[src/rtl/adpll_ref_select.sv]
// adpll_ref_select: N-input reference front end for the ADPLL.
// Synchronises each candidate reference into fpga_clk_i and qualifies it with a
// loss-of-reference watchdog. A DRAIN/SWAP/ARM sequence switches channels
// without glitches, under manual selection or automatic failover.
// Optional feature: define REF_FREQ_MEAS_EN to add period_o / period_valid_o,
// which report the period of the active channel.
module adpll_ref_select #(
    parameter int unsigned                NUM_REFS      = 4,
    parameter int unsigned                SEL_WIDTH     = 2,
    parameter int unsigned                SYNC_STAGES   = 2,
    parameter int unsigned                TIMEOUT_WIDTH = 12,
    parameter logic [TIMEOUT_WIDTH-1:0]   TIMEOUT       = 12'd4000,
    parameter int unsigned                QUAL_EDGES    = 4
) (
    input  logic                     fpga_clk_i,
    input  logic                     reset_i,
    input  logic [NUM_REFS-1:0]      ref_clk_i,
    input  logic [SEL_WIDTH-1:0]     sel_i,
    input  logic                     auto_i,
    output logic                     ref_clk_o,
    output logic [SEL_WIDTH-1:0]     active_o,
    output logic [NUM_REFS-1:0]      ref_valid_o,
    output logic                     switching_o,
    output logic                     no_ref_o
`ifdef REF_FREQ_MEAS_EN
    ,
    output logic [TIMEOUT_WIDTH-1:0] period_o,
    output logic                     period_valid_o
`endif
);

    localparam int unsigned               EDGE_W     = $clog2(QUAL_EDGES + 1);
    localparam logic [EDGE_W-1:0]         QUAL_MAX   = EDGE_W'(QUAL_EDGES);
    localparam logic [EDGE_W-1:0]         QUAL_M1    = EDGE_W'(QUAL_EDGES - 1);
    localparam logic [TIMEOUT_WIDTH-1:0]  TIMEOUT_M1 = TIMEOUT - 1'b1;

    typedef enum logic [2:0] {StHold, StArm, StRun, StDrain, StSwap} state_e;

    // ---------------------------------------------------------------- sync
    logic [NUM_REFS-1:0] sync_q [SYNC_STAGES];
    logic [NUM_REFS-1:0] s;
    logic [NUM_REFS-1:0] s_d_q;
    logic [NUM_REFS-1:0] rise;

    // Synchroniser chain plus one edge-detect flop per channel.
    always_ff @(posedge fpga_clk_i or posedge reset_i) begin
        if (reset_i) begin
            for (int i = 0; i < int'(SYNC_STAGES); i++) sync_q[i] <= '0;
            s_d_q <= '0;
        end else begin
            sync_q[0] <= ref_clk_i;
            for (int i = 1; i < int'(SYNC_STAGES); i++) sync_q[i] <= sync_q[i-1];
            s_d_q <= s;
        end
    end

    assign s    = sync_q[SYNC_STAGES-1];
    assign rise = s & ~s_d_q;

    // ------------------------------------------------------------ watchdog
    logic [TIMEOUT_WIDTH-1:0] wd_cnt_q   [NUM_REFS];
    logic [TIMEOUT_WIDTH-1:0] wd_cnt_d   [NUM_REFS];
    logic [EDGE_W-1:0]        edge_cnt_q [NUM_REFS];
    logic [EDGE_W-1:0]        edge_cnt_d [NUM_REFS];
    logic [NUM_REFS-1:0]      valid_q;
    logic [NUM_REFS-1:0]      valid_d;
    logic [NUM_REFS-1:0]      to_evt;
    logic                     no_ref_q;

    // Per-channel watchdog: a rise clears the counter; a rise that follows a timeout
    // restarts qualification but does not count as an in-time edge.
    always_comb begin
        for (int n = 0; n < int'(NUM_REFS); n++) begin
            wd_cnt_d[n]   = wd_cnt_q[n];
            edge_cnt_d[n] = edge_cnt_q[n];
            valid_d[n]    = valid_q[n];
            to_evt[n]     = ~rise[n] & (wd_cnt_q[n] >= TIMEOUT_M1);
            if (rise[n]) begin
                wd_cnt_d[n] = '0;
                if (wd_cnt_q[n] < TIMEOUT) begin
                    if (edge_cnt_q[n] < QUAL_MAX) edge_cnt_d[n] = edge_cnt_q[n] + 1'b1;
                    if (edge_cnt_q[n] == QUAL_M1) valid_d[n] = 1'b1;
                end
            end else begin
                if (wd_cnt_q[n] < TIMEOUT) wd_cnt_d[n] = wd_cnt_q[n] + 1'b1;
                if (to_evt[n]) begin
                    valid_d[n]    = 1'b0;
                    edge_cnt_d[n] = '0;
                end
            end
        end
    end

    // Watchdog state registers and the registered no-reference flag.
    always_ff @(posedge fpga_clk_i or posedge reset_i) begin
        if (reset_i) begin
            for (int n = 0; n < int'(NUM_REFS); n++) begin
                wd_cnt_q[n]   <= '0;
                edge_cnt_q[n] <= '0;
            end
            valid_q  <= '0;
            no_ref_q <= 1'b1;
        end else begin
            for (int n = 0; n < int'(NUM_REFS); n++) begin
                wd_cnt_q[n]   <= wd_cnt_d[n];
                edge_cnt_q[n] <= edge_cnt_d[n];
            end
            valid_q  <= valid_d;
            no_ref_q <= ~|valid_d;
        end
    end

    // ------------------------------------------------------- target select
    logic [SEL_WIDTH-1:0] sel_eff;
    logic [SEL_WIDTH-1:0] low_idx;
    logic [SEL_WIDTH-1:0] target;
    logic [SEL_WIDTH-1:0] active_q;
    logic                 any_valid;

    // Out-of-range selections fall back to channel 0.
    if (NUM_REFS < (1 << SEL_WIDTH)) begin : gen_sel_clip
        localparam logic [SEL_WIDTH-1:0] LAST = SEL_WIDTH'(NUM_REFS - 1);
        assign sel_eff = (sel_i > LAST) ? '0 : sel_i;
    end else begin : gen_sel_full
        assign sel_eff = sel_i;
    end

    assign any_valid = |valid_q;

    // Target priority: manual selection, else preferred, current, lowest valid.
    always_comb begin
        low_idx = '0;
        for (int i = int'(NUM_REFS) - 1; i >= 0; i--) begin
            if (valid_q[i]) low_idx = SEL_WIDTH'(i);
        end
        if (!auto_i)                 target = sel_eff;
        else if (valid_q[sel_eff])   target = sel_eff;
        else if (valid_q[active_q])  target = active_q;
        else if (any_valid)          target = low_idx;
        else                         target = active_q;
    end

    // ----------------------------------------------------------------- FSM
    state_e                   state_q, state_d;
    logic [SEL_WIDTH-1:0]     active_d;
    logic                     ref_out_q, ref_out_d;
    logic [TIMEOUT_WIDTH-1:0] drain_cnt_q, drain_cnt_d;
    logic                     act_lvl;
    logic                     act_ok;

    assign act_lvl = s_d_q[active_q];
    assign act_ok  = valid_q[active_q];

    // Switchover sequencing: let the current high phase finish, swap while low,
    // then wait for a low level on the new channel so the first pulse is whole.
    always_comb begin
        state_d     = state_q;
        active_d    = active_q;
        ref_out_d   = 1'b0;
        drain_cnt_d = '0;
        unique case (state_q)
            StRun: begin
                ref_out_d = act_lvl;
                if ((target != active_q) || (auto_i && !act_ok)) state_d = StDrain;
            end
            StDrain: begin
                if (!act_lvl || (drain_cnt_q == TIMEOUT_M1)) begin
                    state_d = StSwap;
                end else begin
                    ref_out_d   = 1'b1;
                    drain_cnt_d = drain_cnt_q + 1'b1;
                end
            end
            StSwap: begin
                active_d = target;
                state_d  = StArm;
            end
            StArm: begin
                if (auto_i && !any_valid)  state_d = StHold;
                else if (auto_i && !act_ok) state_d = StSwap;
                else if (!act_lvl)         state_d = StRun;
            end
            StHold: begin
                if (!auto_i || any_valid) state_d = StArm;
            end
            default: state_d = StHold;
        endcase
    end

    // FSM and output registers.
    always_ff @(posedge fpga_clk_i or posedge reset_i) begin
        if (reset_i) begin
            state_q     <= StHold;
            active_q    <= '0;
            ref_out_q   <= 1'b0;
            drain_cnt_q <= '0;
        end else begin
            state_q     <= state_d;
            active_q    <= active_d;
            ref_out_q   <= ref_out_d;
            drain_cnt_q <= drain_cnt_d;
        end
    end

    assign ref_clk_o   = ref_out_q;
    assign active_o    = active_q;
    assign ref_valid_o = valid_q;
    assign switching_o = (state_q != StRun);
    assign no_ref_o    = no_ref_q;

`ifdef REF_FREQ_MEAS_EN
    logic [TIMEOUT_WIDTH-1:0] period_q;
    logic                     period_valid_q;
    logic [1:0]               pedge_q;

    // The watchdog counter already holds cycles-since-last-rise, so the period
    // is that count plus one at the next rise of the active channel.
    always_ff @(posedge fpga_clk_i or posedge reset_i) begin
        if (reset_i) begin
            period_q       <= '0;
            period_valid_q <= 1'b0;
            pedge_q        <= '0;
        end else if ((state_q == StSwap) || to_evt[active_q]) begin
            period_valid_q <= 1'b0;
            pedge_q        <= '0;
        end else if (rise[active_q]) begin
            period_q <= wd_cnt_q[active_q] + 1'b1;
            if (pedge_q != 2'd2) pedge_q <= pedge_q + 1'b1;
            if (pedge_q != 2'd0) period_valid_q <= 1'b1;
        end
    end

    assign period_o       = period_q;
    assign period_valid_o = period_valid_q;
`endif

endmodule

[config.mk]
export PLATFORM = sky130hd
export DESIGN_NAME = adpll_ref_select
export DESIGN_NICKNAME = d
export VERILOG_FILES = /design/src/rtl/adpll_ref_select.sv
export SDC_FILE = /design/constraint.sdc
export NUM_CORES = 1
export LEC_CHECK = 0
export ABC_AREA = 1
export BUFFER_PORTS_ARGS = -buffer_cell sky130_fd_sc_hd__buf_2
export CELL_PAD_IN_SITES_DETAIL_PLACEMENT = 1
export CELL_PAD_IN_SITES_GLOBAL_PLACEMENT = 1
export CORE_MARGIN = 2
export CORE_UTILIZATION = 50
export DETAILED_ROUTE_END_ITERATION = 7
export PLACE_DENSITY = 0.87
export SLEW_MARGIN = 25
export SYNTH_ARGS = -nofsm -noshare
export SYNTH_HDL_FRONTEND = slang
export SYNTH_SLANG_ARGS = --single-unit
[constraint.sdc]
create_clock -name fpga_clk_i -period 5.6 [get_ports fpga_clk_i]
set_input_delay 1.12 -clock fpga_clk_i [delete_from_list [all_inputs] [get_ports fpga_clk_i]]
set_output_delay 1.12 -clock fpga_clk_i [all_outputs]
set_load 0.02 [all_outputs]
# Word-level counts from Yosys, hierarchy flattened
# Index checks and enable logic that the tools add are counted.
# W data, S select, Z words.
op_classes:
  add_sub_neg: 9
  n_lt_le_gt_ge: 14
  n_eq_ne: 23
  mux: 65
  bitwise: 10
  reduce_logical: 26
op_table:
  columns: ["operator", "n"]
  rows:
  - ["$mux W12", 10]
  - ["$mux W3", 22]
  - ["$add A12 B1 Y12 const B", 5]
  - ["$ge A12 B12 Y1 const B", 4]
  - ["$lt A12 B12 Y1 const B", 4]
  - ["$mux W1", 20]
  - ["$eq A3 B2 Y1 const B", 6]
  - ["$mux W2", 8]
  - ["$ne A2 B1 Y1 const B", 8]
  - ["$reduce_bool A2 Y1", 8]
  - ["$pmux W3 S5", 1]
  - ["$add A3 B1 Y3 const B", 4]
  - ["$eq A12 B12 Y1 const B", 1]
  - ["$lt A3 B3 Y1 const B", 4]
  - ["$reduce_and A3 Y1", 4]
  - ["$reduce_or A4 Y1", 2]
  - ["$bmux W1 S2", 3]
  - ["$lt A2 B3 Y1 const B", 2]
  - ["$ne A2 B2 Y1 const B", 3]
  - ["$logic_not A1 Y1", 5]
  - ["$and A1 B1 Y1", 4]
  - ["$and A4 B4 Y4", 1]
  - ["$ne A4 B4 Y1 const B", 1]
  - ["$not A1 Y1", 4]
  - ["10 further kinds", 13]
totals:
  reg_bits: 95
  in_bits: 9
  out_inout_bits: 9
  wordCells: 164

# Longest topological paths before layout
# Gate-level depths: netlist (run 1).
depth:
  word_depth: 12
  mapped_depth: 13
  ltp_nobuf: 13

# Least setup slack after synthesis (run 1)
# No wires, ideal clock.
synth_path:
  path_type: "input to register"
  start: "in sel_i[0]"
  end: "reg state_q[1]"
  t_arrival_ns: 1.936
  required_ns: 5.483
  setup_slack_ns: 3.548
  cell_stages: 10
  path_cell_list: "inv_1 > nand2_1 > nand3_1 > inv_1 > o21ai_0 > nand3_1 > nand4_1 > nand2_1 > nand2_1 > nand2_1"
synth_between:
  elab_chain_cells: 8
synth_lines:
  columns: ["item", "line", "text"]
  rows:
  - ["from (decl)", "18", "input logic [SEL_WIDTH-1:0] sel_i,"]
  - ["$bmux W1 S2", "137", "else if (valid_q[sel_eff]) target = sel_eff;"]
  - ["$mux W1 (not written as such)", "137", null]
  - ["$mux W2", "137", null]
  - ["$mux W2 *", "136", "if (!auto_i) target = sel_eff;"]
  - ["$ne A2 B2 Y1 *", "164", "if ((target != active_q) || (auto_i && !act_ok)) state_d = StDrain;"]
  - ["$logic_or A1 B1 Y1 *", "164", null]
  - ["$ne A2 B2 Y1 (no line) *", null, null]
  - ["$reduce_and A4 Y1 (no line) *", null, null]
  - ["to (signal assigned)", "193", "state_q <= StHold;"]
  - ["to (signal assigned)", "198", "state_q <= state_d;"]
  - ["to (decl)", "144", "state_e state_q, state_d;"]
# Mark *: on every way between the ends. The rest lies on a longest branch, timed or not. The select of a mux whose other input is x is not followed.
# A chain may end at the register's enable or synchronous reset.

# Worst setup path after layout (run 1)
layout_path:
  start: "reg state_q[1]"
  end: "out switching_o"
layout_between:
  elab_chain_cells: 1
layout_lines:
  columns: ["item", "line", "text"]
  rows:
  - ["$ne A3 B2 Y1", "208", "assign switching_o = (state_q != StRun);"]
  - ["to (decl)", "23", "output logic switching_o,"]
# No other way between the ends.

==> results by group, run 1 <==
Cells and area
  • Synth-to-Final Area Change: 9.51%
  • Area of the multi-input gates: 1940 um^2
  • Most frequent cells in the layout: nand2_1 (108), dfrtp_1 (94), inv_1 (78), nor2_1 (57), nand3_1 (47)
  • Finished Layout Cells: 710
  • Share of post-route cells with drive strength above 1: 10.7%
  • Seq. cell area: 2380 um^2
  • Fin area: 5110 um^2
  • Commonest non-fill, non-tap cell in the layout: nand2_1
  • ANT cells: 0
  • Final #Nets: 616
  • Fill count: 1146

CTS
  • # hold bufs at CTS: 0
  • CTS Root Cell: clkbuf_8
  • CTS max path bufs: 2
  • Clock tree sinks: 95
  • Skew-Pair Late Insertion Delay: 0.37 ns
  • H-tree level count: 3
  • CTS Buf Count: 9
  • CTS tree: done
  • Clock-pin slew on the worst setup and hold paths: 0.09 ns
  • Post-CTS Resized: 0
  • Postcts setup bufs: 0

Detailed routing
  • Initial DRC count: 90
  • Vias: 3892
  • Post-route ant nets: 0
  • DR WL/cell: 15.7 um
  • DRT Pass-1 Iters: 4
  • Final WL: 11.1 mm
  • DRC errors left: 0
  • Via/cell ratio: 5.48

Worst setup path
  • Worst-path fanout max: 4
  • CP max stage delay: 0.43 ns
  • Most used cell, CP: inv_1
  • Crit path kind: flop to primary output
  • Cell chain of the critical path: inv_1, nor3_1, inv_1, buf_2
  • Arrival @ worst endpoint: 1.60 ns
  • Worst setup SP type: flop
  • Worst path required time: 4.48 ns
  • Critical-path top delay cell: dfrtp_1
  • Worst Setup End Kind: primary output

Place
  • Placed Cells incl. Taps: 694
  • GPL Wtd Cong: 0.836
  • Dpl ws: 3.11 ns
  • HPWL after DPL: 8.18 mm
  • IO Port Bufs: 17
  • Dpl cell area: 4890 um^2

STA
  • Fmax achieved: 0.367 GHz
  • Final setup vio count: 0
  • Pins Over Slew Limit: 0
  • Max-slew headroom: 39.3%
  • Worst Skew: 0.00991 ns
  • Post-layout min period: 2.72 ns
  • Worst Max-Slew Pin Slew: 0.909 ns
  • Period utilisation layout: 48.6%
  • Setup TNS Final: 0 ns
  • Setup ws final: 2.88 ns
  • Hold Fails Final Rpt: 0
  • RSZ-0062 raised after global routing: false

Synthesis
  • Syn_area_per_cell: 8.22 um^2
  • Synth top area share: 50.4%
  • Yosys warning total: 0
  • Area contributors post-synth: dfrtp_1 (50%), nand2_1 (8.7%), inv_1 (6.3%)
  • Synth unique cells: 37
  • Number of synthesized flops with an enable pin: 0
  • Synth Instances: 568
  • Sequential fraction of the synthesis area: 50.9%
  • Cell Area, Synth: 4670 um^2
  • Yosys top cell by area: dfrtp_1
  • Seq cells post-synth: 95
  • Async SR Flop Fraction: 100%
  • Synth Flop Type: dfrtp_1
  • Mapped Nets: 590

Die
  • Die Wd: 101 um
  • Num ports: 18
  • Initial core utilization: 51.0%
  • Core Region: 9150 um^2
  • Die Y: 101 um
  • Row cnt: 35
  • Die area: 10100 um^2

Pwr
  • Tot Pwr: 1980 uW
  • Pwr dens: 387 nW/um^2
  • Int Pwr: 1260 uW
  • Peak supply drop: 172 uV
  • Seq pwr share: 47.2%
  • P_leak: 0.00244 uW
  • Clock Power Share: 25.6%
  • Comb pwr share: 27.2%
  • Sw power: 718 uW
  • Sw frac: 36.3%

Job
  • Max Cap Viol: 0

Global routing
  • Largest net degree at the start of global routing: 53
  • All-Layer GR Usage: 23.9%
  • Vias in the first global route: 4110
  • Initial antenna violation count: 0
  • Global-route wire length before repair: 19.1 mm
  • Grt total ovfl: 0

Hold path
  • Hold WC Path Type: flop to flop

Status
  • Status: finished clean
-- layout make-up --
cell class | count | area share [%]
Timing Repair Buffer | 18 | 1.81
Sequential cell | 95 | 46.5
Clock buffer | 11 | 2.76
Tap cell | 111 | 2.72
Inverter | 89 | 6.60
Clock inverter | 5 | 1.61
Multi-Input combinational cell | 381 | 38.0
-- cells in the mapped netlist, drive strengths merged (2+ instances only) --
library cell / number
nand2: 114
dfrtp: 94
inv: 87
nor2: 64
nand3: 49
a21oi: 40
nor3: 36
o21ai: 33
ha: 13
nand4: 7
o21a: 6
o22ai: 3
xor2: 3
clkbuf: 2
clkinv: 2
nor3b: 2
nor4: 2
-- power by group through the flow --
stage,logic [uW],registers [uW],clock network [uW]
2_1_floorplan,364,936,0
3_3_place_gp,498,930,0
3_5_place_dp,533,943,0
4_1_cts,545,932,515
5_1_grt,615,950,544
6_report,538,934,506
-- logic make-up (layout without fill, tap and decap cells) --
group | after synthesis | count (layout) | share of synthesized area, %
AND/OR/NAND/NOR | 275 | 275 | 26.6
flip-flops | 95 | 95 | 50.9
buffers and inverters | 92 | 123 | 7.47
AO/OA/AOI/OAI | 89 | 89 | 10.7
adder cells (fa/ha/maj) | 13 | 13 | 3.48
XOR/XNOR | 4 | 4 | 0.750
-- registers in the layout, indices dropped and copies added (netlist names) --
register / count
active_o: 2
drain_cnt_q: 12
edge_cnt_q: 12
no_ref_o: 1
ref_clk_o: 1
ref_valid_o: 4
s: 4
s_d_q: 4
state_q: 3
sync_q: 4
wd_cnt_q: 48
-- critical path: cells and delay by family (launching register included) --
kind                   cells  cell delay, ns
buffers and inverters      3            0.49
DFF                        1            0.43
and+or+nand+nor            1            0.31
-- per-layer routing --
metal | up-vias | share of wire (%) | global-route usage, % | wire, um
li1 | 1910 | - | - | -
met1 | 1931 | 44 | 29.0 | 4870
met2 | 34 | 52 | 42.6 | 5770
met3 | 17 | 1.9 | 3.33 | 207
met4 | 0 | 2.4 | 9.91 | 265
met5 | - | 0 | 0 | 0
-- stage by stage --
stage                     hold WS (ns)  util (%)
after global routing             0.373      55.9
after detailed placement         0.344      53.4
after global placement           0.335      53.4
after CTS                        0.367      55.9
final                            0.363      55.9
after floorplan                  0.331         -
-- path summary, 6_finish.rpt --
check	from	to	slack, ns	cells after the start
setup reg to reg	s_d_q[2]$_DFF_PP0_	edge_cnt_q[4]$_DFFE_PP0P_	3.43	5
hold reg to reg	sync_q[7]$_DFF_PP0_	s[3]$_DFF_PP0_	0.36	0
setup / recovery	state_q[1]$_DFFE_PP0P_	switching_o	2.88	4
min in group asynchronous	reset_i	sync_q[5]$_DFF_PP0_	0.91	2
max in group asynchronous	reset_i	s[0]$_DFF_PP0_	3.61	3
hold / removal	sync_q[7]$_DFF_PP0_	s[3]$_DFF_PP0_	0.36	0
Power figures use the tool's default switching activity.
==> run 2: changes to the inputs <==
--- a/config.mk
+++ b/config.mk
@@ -10,9 +10,9 @@
 export CELL_PAD_IN_SITES_DETAIL_PLACEMENT = 1
 export CELL_PAD_IN_SITES_GLOBAL_PLACEMENT = 1
 export CORE_MARGIN = 2
-export CORE_UTILIZATION = 50
+export CORE_UTILIZATION = 42
 export DETAILED_ROUTE_END_ITERATION = 7
-export PLACE_DENSITY = 0.87
+export PLACE_DENSITY = 0.78
 export SLEW_MARGIN = 25
 export SYNTH_ARGS = -nofsm -noshare
 export SYNTH_HDL_FRONTEND = slang
==> constraint.sdc (replaced) <==
create_clock -name fpga_clk_i -period 2.3 [get_ports fpga_clk_i]
set_input_delay 0.46 -clock fpga_clk_i [delete_from_list [all_inputs] [get_ports fpga_clk_i]]
set_output_delay 0.46 -clock fpga_clk_i [all_outputs]
set_load 0.02 [all_outputs]
==> run 2 against run 1 <==
Worst setup slack worse by 2.4 ns. Highest routed layer unchanged. Critical path depth is 1 lower. Global-route usage down 5.1 points. Sequential share of layout area shrank 0.37 points. Die area grew 18%. Final area rose by 0.81%. Power grew 130%.
==> results by group, run 2 (synthesized netlist as in run 1, its figures left out) <==
Status
  • Status: finished clean (unchanged)

Cells and area
  • Commonest non-fill, non-tap cell in the layout: nand2_1 (unchanged)
  • Synth-to-Final Area Change: 10.4% (was 9.51%)
  • ANT cells: 0 (unchanged)
  • Most frequent cells in the layout: nand2_1 (108), dfrtp_1 (94), inv_1 (78), nor2_1 (57), nand3_1 (47) (unchanged)
  • Max reg flops: 48 (unchanged)
  • Final #Nets: 621 (was 616)
  • Largest registers: wd_cnt_q (48), drain_cnt_q (12), edge_cnt_q (12) (unchanged)
  • Register with the most flip-flops: wd_cnt_q (unchanged)
  • Share of post-route cells with drive strength above 1: 11.3% (was 10.7%)

Pwr
  • Sw power: 1670 uW (was 718 uW)
  • Int Pwr: 2890 uW (was 1260 uW)
  • Seq pwr share: 49.2% (was 47.2%)
  • Pwr dens: 884 nW/um^2 (was 387 nW/um^2)
  • Sw frac: 36.6% (was 36.3%)
  • Comb pwr share: 28.6% (was 27.2%)
  • P_leak: 0.00245 uW (was 0.00244 uW)
  • Clock Power Share: 22.3% (was 25.6%)
  • Peak supply drop: 410 uV (was 172 uV)

Worst setup path
  • Crit path kind: flop to primary output (unchanged)
  • Flop-to-flop setup slack: 0.52 ns (was 3.43 ns)
  • Arrival @ worst endpoint: 1.41 ns (was 1.60 ns)
  • Worst-path fanout max: 4 (unchanged)
  • Worst path required time: 1.84 ns (was 4.48 ns)
  • Worst setup SP type: flop (unchanged)
  • Worst Setup End Kind: primary output (unchanged)

Detailed routing
  • Final WL: 10.3 mm (was 11.1 mm)
  • Via/cell ratio: 5.15 (was 5.48)
  • DRT Pass-1 Iters: 4 (unchanged)
  • DR WL/cell: 13.8 um (was 15.7 um)
  • Vias: 3830 (was 3892)
  • Post-route ant nets: 0 (unchanged)
  • DRC errors left: 0 (unchanged)
  • Initial DRC count: 96 (was 90)

STA
  • RSZ-0062 raised after global routing: false (unchanged)
  • Final setup vio count: 0 (unchanged)
  • Max-slew headroom: 64.6% (was 39.3%)
  • Setup TNS Final: 0 ns (unchanged)
  • Pins Over Slew Limit: 0 (unchanged)
  • Post-layout min period: 1.87 ns
  • Fmax achieved: 0.534 GHz
  • Period utilisation layout: 81.4%
  • Setup ws final: 0.428 ns (was 2.88 ns)
  • Worst Max-Slew Pin Slew: 0.531 ns (was 0.909 ns)
  • Hold Fails Final Rpt: 0 (unchanged)
  • Worst Skew: 0.00917 ns (was 0.00991 ns)

CTS
  • CTS Root Cell: clkbuf_8 (unchanged)
  • Skew-Pair Late Insertion Delay: 0.36 ns (was 0.37 ns)
  • CTS Buf Count: 9 (unchanged)
  • # hold bufs at CTS: 0 (unchanged)
  • Postcts setup bufs: 0 (unchanged)
  • Clock tree sinks: 95 (unchanged)
  • H-tree level count: 3 (unchanged)
  • CTS max path bufs: 2 (unchanged)
  • Clock-pin slew on the worst setup and hold paths: 0.09 ns (about the same)
  • CTS tree: done (unchanged)
  • Post-CTS Resized: 0 (unchanged)

Place
  • HPWL after DPL: 7.68 mm (was 8.18 mm)
  • GPL Wtd Cong: 0.812 (was 0.836)
  • IO Port Bufs: 17 (unchanged)
  • Dpl ws: 0.513 ns (was 3.11 ns)

Global routing
  • Vias in the first global route: 4015 (was 4110)
  • All-Layer GR Usage: 18.8% (was 23.9%)
  • Grt total ovfl: 0 (unchanged)
  • Largest net degree at the start of global routing: 96 (was 53)
  • Global-route wire length before repair: 17.9 mm (was 19.1 mm)
  • Initial antenna violation count: 0 (unchanged)

Die
  • Die Y: 109 um (was 101 um)
  • Initial core utilization: 43.1% (was 51.0%)
  • Row cnt: 38 (was 35)
  • Core Region: 10800 um^2 (was 9150 um^2)
  • Die Wd: 109 um (was 101 um)
  • Die area: 12000 um^2 (was 10100 um^2)
  • Num ports: 18 (unchanged)

Hold path
  • Hold WC Path Type: input pin to flop (was flop to flop)

Job
  • Max Cap Viol: 0 (unchanged)
==> run 2: cell type report <==
cell class,count,area (um^2)
inverters,89,340
clock inverters,3,17.5
flip-flops and latches,95,2380
clock buffers,13,159
multi-input cells,381,1940
well taps,140,175
repair buffers,23,143
fillers,1337,5680
==> run 2: metal layers <==
metal | GRT usage (%) | part of all wire (%)
met5 | 0 | 0
met4 | 7.05 | 1.5
met3 | 2.96 | 1.9
met2 | 32.4 | 50
met1 | 23.9 | 47
==> run 2: power by group through the flow <==
stage | Combinational (uW) | Sequential (uW) | Clock [uW]
floorplan | 886 | 2280 | 0
global placement | 1240 | 2250 | 0
detailed placement | 1320 | 2280 | 0
CTS | 1330 | 2250 | 1050
global route | 1510 | 2300 | 1120
finish | 1300 | 2240 | 1010
==> run 2: worst max-delay path, stage by stage (launching register included) <==
cell and delay, ns:
dfrtp_1 0.42, nor3_1 0.30, inv_1 0.15, buf_2 0.19
==> run 2: metrics by stage <==
step	cells	util (%)	area, um^2	power, uW	hold slack [ns]
6_report	744	47.6	5160	4560	0.200
5_1_grt	744	47.6	5160	4930	0.177
4_1_cts	744	47.6	5160	4630	0.185
3_5_place_dp	728	45.9	4980	3600	0.340
3_3_place_gp	728	45.9	4980	3490	0.332
2_1_floorplan	568	-	4670	3170	0.331
==> run 2: path summary, 6_finish.rpt <==
check | from | to | cells after the start
min | ref_clk_i[1] | sync_q[5]$_DFF_PP0_ | 1
max | state_q[2]$_DFFE_PP0P_ | switching_o | 3
min reg2reg | sync_q[4]$_DFF_PP0_ | s[0]$_DFF_PP0_ | 0
min in group asynchronous | reset_i | wd_cnt_q[25]$_DFFE_PP0P_ | 3
max in group asynchronous | reset_i | wd_cnt_q[41]$_DFFE_PP0P_ | 3
max reg2reg | wd_cnt_q[36]$_DFFE_PP0P_ | wd_cnt_q[46]$_DFFE_PP0P_ | 8
==> run 3: changes to the inputs <==
==> constraint.sdc (replaced) <==
create_clock -name fpga_clk_i -period 1.6 [get_ports fpga_clk_i]
set_input_delay 0.32 -clock fpga_clk_i [delete_from_list [all_inputs] [get_ports fpga_clk_i]]
set_output_delay 0.32 -clock fpga_clk_i [all_outputs]
set_load 0.02 [all_outputs]
==> run 3 against run 2 <==
Via count rose by 12%. Clock power rose by 68%. Non-clock buffer count rose by 67. The run now ends with setup timing left. Sequential power rose by 47%. Global-route usage rose by 2.3 points. Hold slack got worse by 0.18 ns. Count of clock-buffer cells in the layout fell by 3. Cell count rose by 9.0%. Largest power group unchanged. Flip-flop and latch count did not move. First-iteration DRC count rose by 48%.
==> results by group, run 3 (synthesized netlist as in run 1, its figures left out) <==
Detailed routing
  • Via/cell ratio: 5.30 (was 5.15)
  • Vias: 4295 (was 3830)
  • Initial DRC count: 142 (was 96)
  • DRT Pass-1 Iters: 4 (unchanged)
  • DRC errors left: 0 (unchanged)
  • Post-route ant nets: 0 (unchanged)
  • Final WL: 13.3 mm (was 10.3 mm)
  • DR WL/cell: 16.5 um (was 13.8 um)

Job
  • Max Cap Viol: 0 (unchanged)

Worst setup path
  • Arrival @ worst endpoint: 2.06 ns (was 1.41 ns)
  • Worst setup SP type: flop (unchanged)
  • Cell chain of the critical path: ha_2, inv_1, nor3_2, nand2_2, nor2_4, nand3_4, nor2_4, nand3_1, o21ai_1, a21oi_1 (was nor3_1, inv_1, buf_2)
  • Worst-path fanout max: 3 (was 4)
  • Worst path required time: 1.89 ns (was 1.84 ns)
  • Critical-path top delay cell: dfrtp_1 (unchanged)
  • Crit path kind: flop to flop (was flop to primary output)
  • Most used cell, CP: nor2_4
  • CP max stage delay: 0.39 ns (was 0.42 ns)
  • Worst Setup End Kind: flop (was primary output)

CTS
  • Skew-Pair Late Insertion Delay: 0.39 ns (was 0.36 ns)
  • CTS max path bufs: 2 (unchanged)
  • # hold bufs at CTS: 0 (unchanged)
  • H-tree level count: 3 (unchanged)
  • CTS Root Cell: clkbuf_8 (unchanged)
  • CTS tree: done (unchanged)
  • Clock tree sinks: 95 (unchanged)
  • CTS Buf Count: 9 (unchanged)
  • Clock-pin slew on the worst setup and hold paths: 0.10 ns (was 0.09 ns)

STA
  • Worst Skew: 0.0104 ns (was 0.00917 ns)
  • Max-slew headroom: 66.0% (was 64.6%)
  • Worst Max-Slew Pin Slew: 0.510 ns (was 0.531 ns)
  • Hold Fails Final Rpt: 0 (unchanged)
  • Final setup vio count: 13 (was 0)
  • Fmax achieved: 0.566 GHz
  • Period utilisation layout: 110%
  • Post-layout min period: 1.77 ns
  • Pins Over Slew Limit: 0 (unchanged)
  • Setup ws final: -0.167 ns (was 0.428 ns)
  • RSZ-0062 raised after global routing: true (was false)

Place
  • IO Port Bufs: 17 (unchanged)
  • HPWL after DPL: 8.22 mm (was 7.68 mm)
  • GPL Wtd Cong: 0.804 (was 0.812)
  • Placed Cells incl. Taps: 758 (was 728)
  • Dpl ws: -0.0676 ns (was 0.513 ns)

Hold path
  • Hold WC Path Type: input pin to flop (unchanged)

Cells and area
  • Post-layout util: 56.5% (was 47.6%)
  • Register with the most flip-flops: wd_cnt_q (unchanged)
  • Fill count: 1297 (was 1337)
  • Max reg flops: 48 (unchanged)
  • Share of post-route cells with drive strength above 1: 34.4% (was 11.3%)
  • Most frequent cells in the layout: nand2_1 (91), dfrtp_1 (91), buf_4 (69), inv_1 (66), nor2_1 (39) (was nand2_1 (108), dfrtp_1 (94), inv_1 (78), nor2_1 (57), nand3_1 (47))
  • Synth-to-Final Area Change: 31.1% (was 10.4%)
  • Final #Nets: 688 (was 621)
  • Finished Layout Cells: 811 (was 744)
  • Largest registers: wd_cnt_q (48), drain_cnt_q (12), edge_cnt_q (12) (unchanged)
  • ANT cells: 0 (unchanged)

Die
  • Die Wd: 109 um (unchanged)
  • Core Region: 10800 um^2 (unchanged)
  • Die area: 12000 um^2 (unchanged)
  • Num ports: 18 (unchanged)
  • Row cnt: 38 (unchanged)
  • Initial core utilization: 43.1% (unchanged)
  • Die Y: 109 um (unchanged)

Pwr
  • Tot Pwr: 7710 uW (was 4560 uW)
  • Pwr dens: 1260 nW/um^2 (was 884 nW/um^2)
  • P_leak: 0.00288 uW (was 0.00245 uW)
  • Peak supply drop: 782 uV (was 410 uV)

Global routing
  • Grt total ovfl: 0 (unchanged)
  • Vias in the first global route: 4334 (was 4015)
  • Global-route wire length before repair: 19.8 mm (was 17.9 mm)
  • Largest net degree at the start of global routing: 96 (unchanged)
  • Initial antenna violation count: 0 (unchanged)
  • All-Layer GR Usage: 21.2% (was 18.8%)

Status
  • Failing checks: setup timing
  • Status: finished, violations left (was finished clean)
-- run 3: cell count changes in the layout (fill, tap and decap cells not counted), sizes merged --
cell | previous run | this run
buf | 23 | 90
bufinv | 0 | 1
clkbuf | 13 | 10
clkinv | 4 | 2
clkinvlp | 2 | 3
inv | 86 | 89
-- run 3: what timing repair did --
| action | CTS | global route |
|---|---|---|
| hold endpoints to repair | 0 | 0 |
| setup endpoints to repair | 14 | 41 |
| pin swaps | 7 | 34 |
| resized for setup | 26 | 100 |
| setup buffers | 4 | 33 |
-- run 3: final timing paths --
path / slack, ns / endpoint / startpoint / cells past startpoint
min in group asynchronous: 0.04 / wd_cnt_q[26]$_DFFE_PP0P_ / reset_i / 3
max in group asynchronous: 1.14 / ref_valid_o[1]$_DFF_PP0_ / reset_i / 3
min reg2reg: 0.37 / s[1]$_DFF_PP0_ / sync_q[5]$_DFF_PP0_ / 0
max: -0.17 / wd_cnt_q[34]$_DFFE_PP0P_ / wd_cnt_q[25]$_DFFE_PP0P_ / 10
min: 0.02 / sync_q[4]$_DFF_PP0_ / ref_clk_i[0] / 1
max reg2reg: -0.17 / wd_cnt_q[34]$_DFFE_PP0P_ / wd_cnt_q[25]$_DFFE_PP0P_ / 10
-- run 3: cell type report --
cell class              count  area (um^2)  share of cell area (%)
repair buffers             90          663                    10.8
well taps                 140          175                    2.86
clock inverters             6         67.6                    1.10
clock buffers              10          138                    2.25
multi-input cells         381         2350                    38.4
inverters                  89          343                    5.60
flip-flops and latches     95         2380                    38.9
-- run 3: per-stage QoR --
step	setup TNS, ns	hold slack [ns]	area [um^2]
detailed placement	-0.239	0.349	5200
global route	-2.91	0.00789	6120
global placement	-0.0141	0.334	5200
floorplan	0	0.331	4670
CTS	-0.0333	0.0118	5530
finish	-0.691	0.0228	6120
-- run 3: layer usage --
layer | track usage, % | vias up | share of wire, %
met5 | 0 | - | 0
met4 | 8.50 | 0 | 2.4
met3 | 4.51 | 28 | 2.7
met2 | 37.0 | 44 | 53
met1 | 25.4 | 2171 | 42
li1 | - | 2052 | -
-- run 3: worst max-delay path, delay by kind of cell (launching register included) --
| family | cells | cell delay [ns] |
|---|---|---|
| adder cells (fa/ha/maj) | 1 | 0.19 |
| AND/OR/NAND/NOR | 6 | 0.78 |
| AO/OA/AOI/OAI | 2 | 0.21 |
| flip-flops | 1 | 0.39 |
| buffers and inverters | 1 | 0.07 |
-- run 3: where the power goes --
part | switching (uW) | internal, uW
clock | 933 | 770
sequential | 444 | 2840
combinational | 1600 | 1120
total | 2970 | 4740
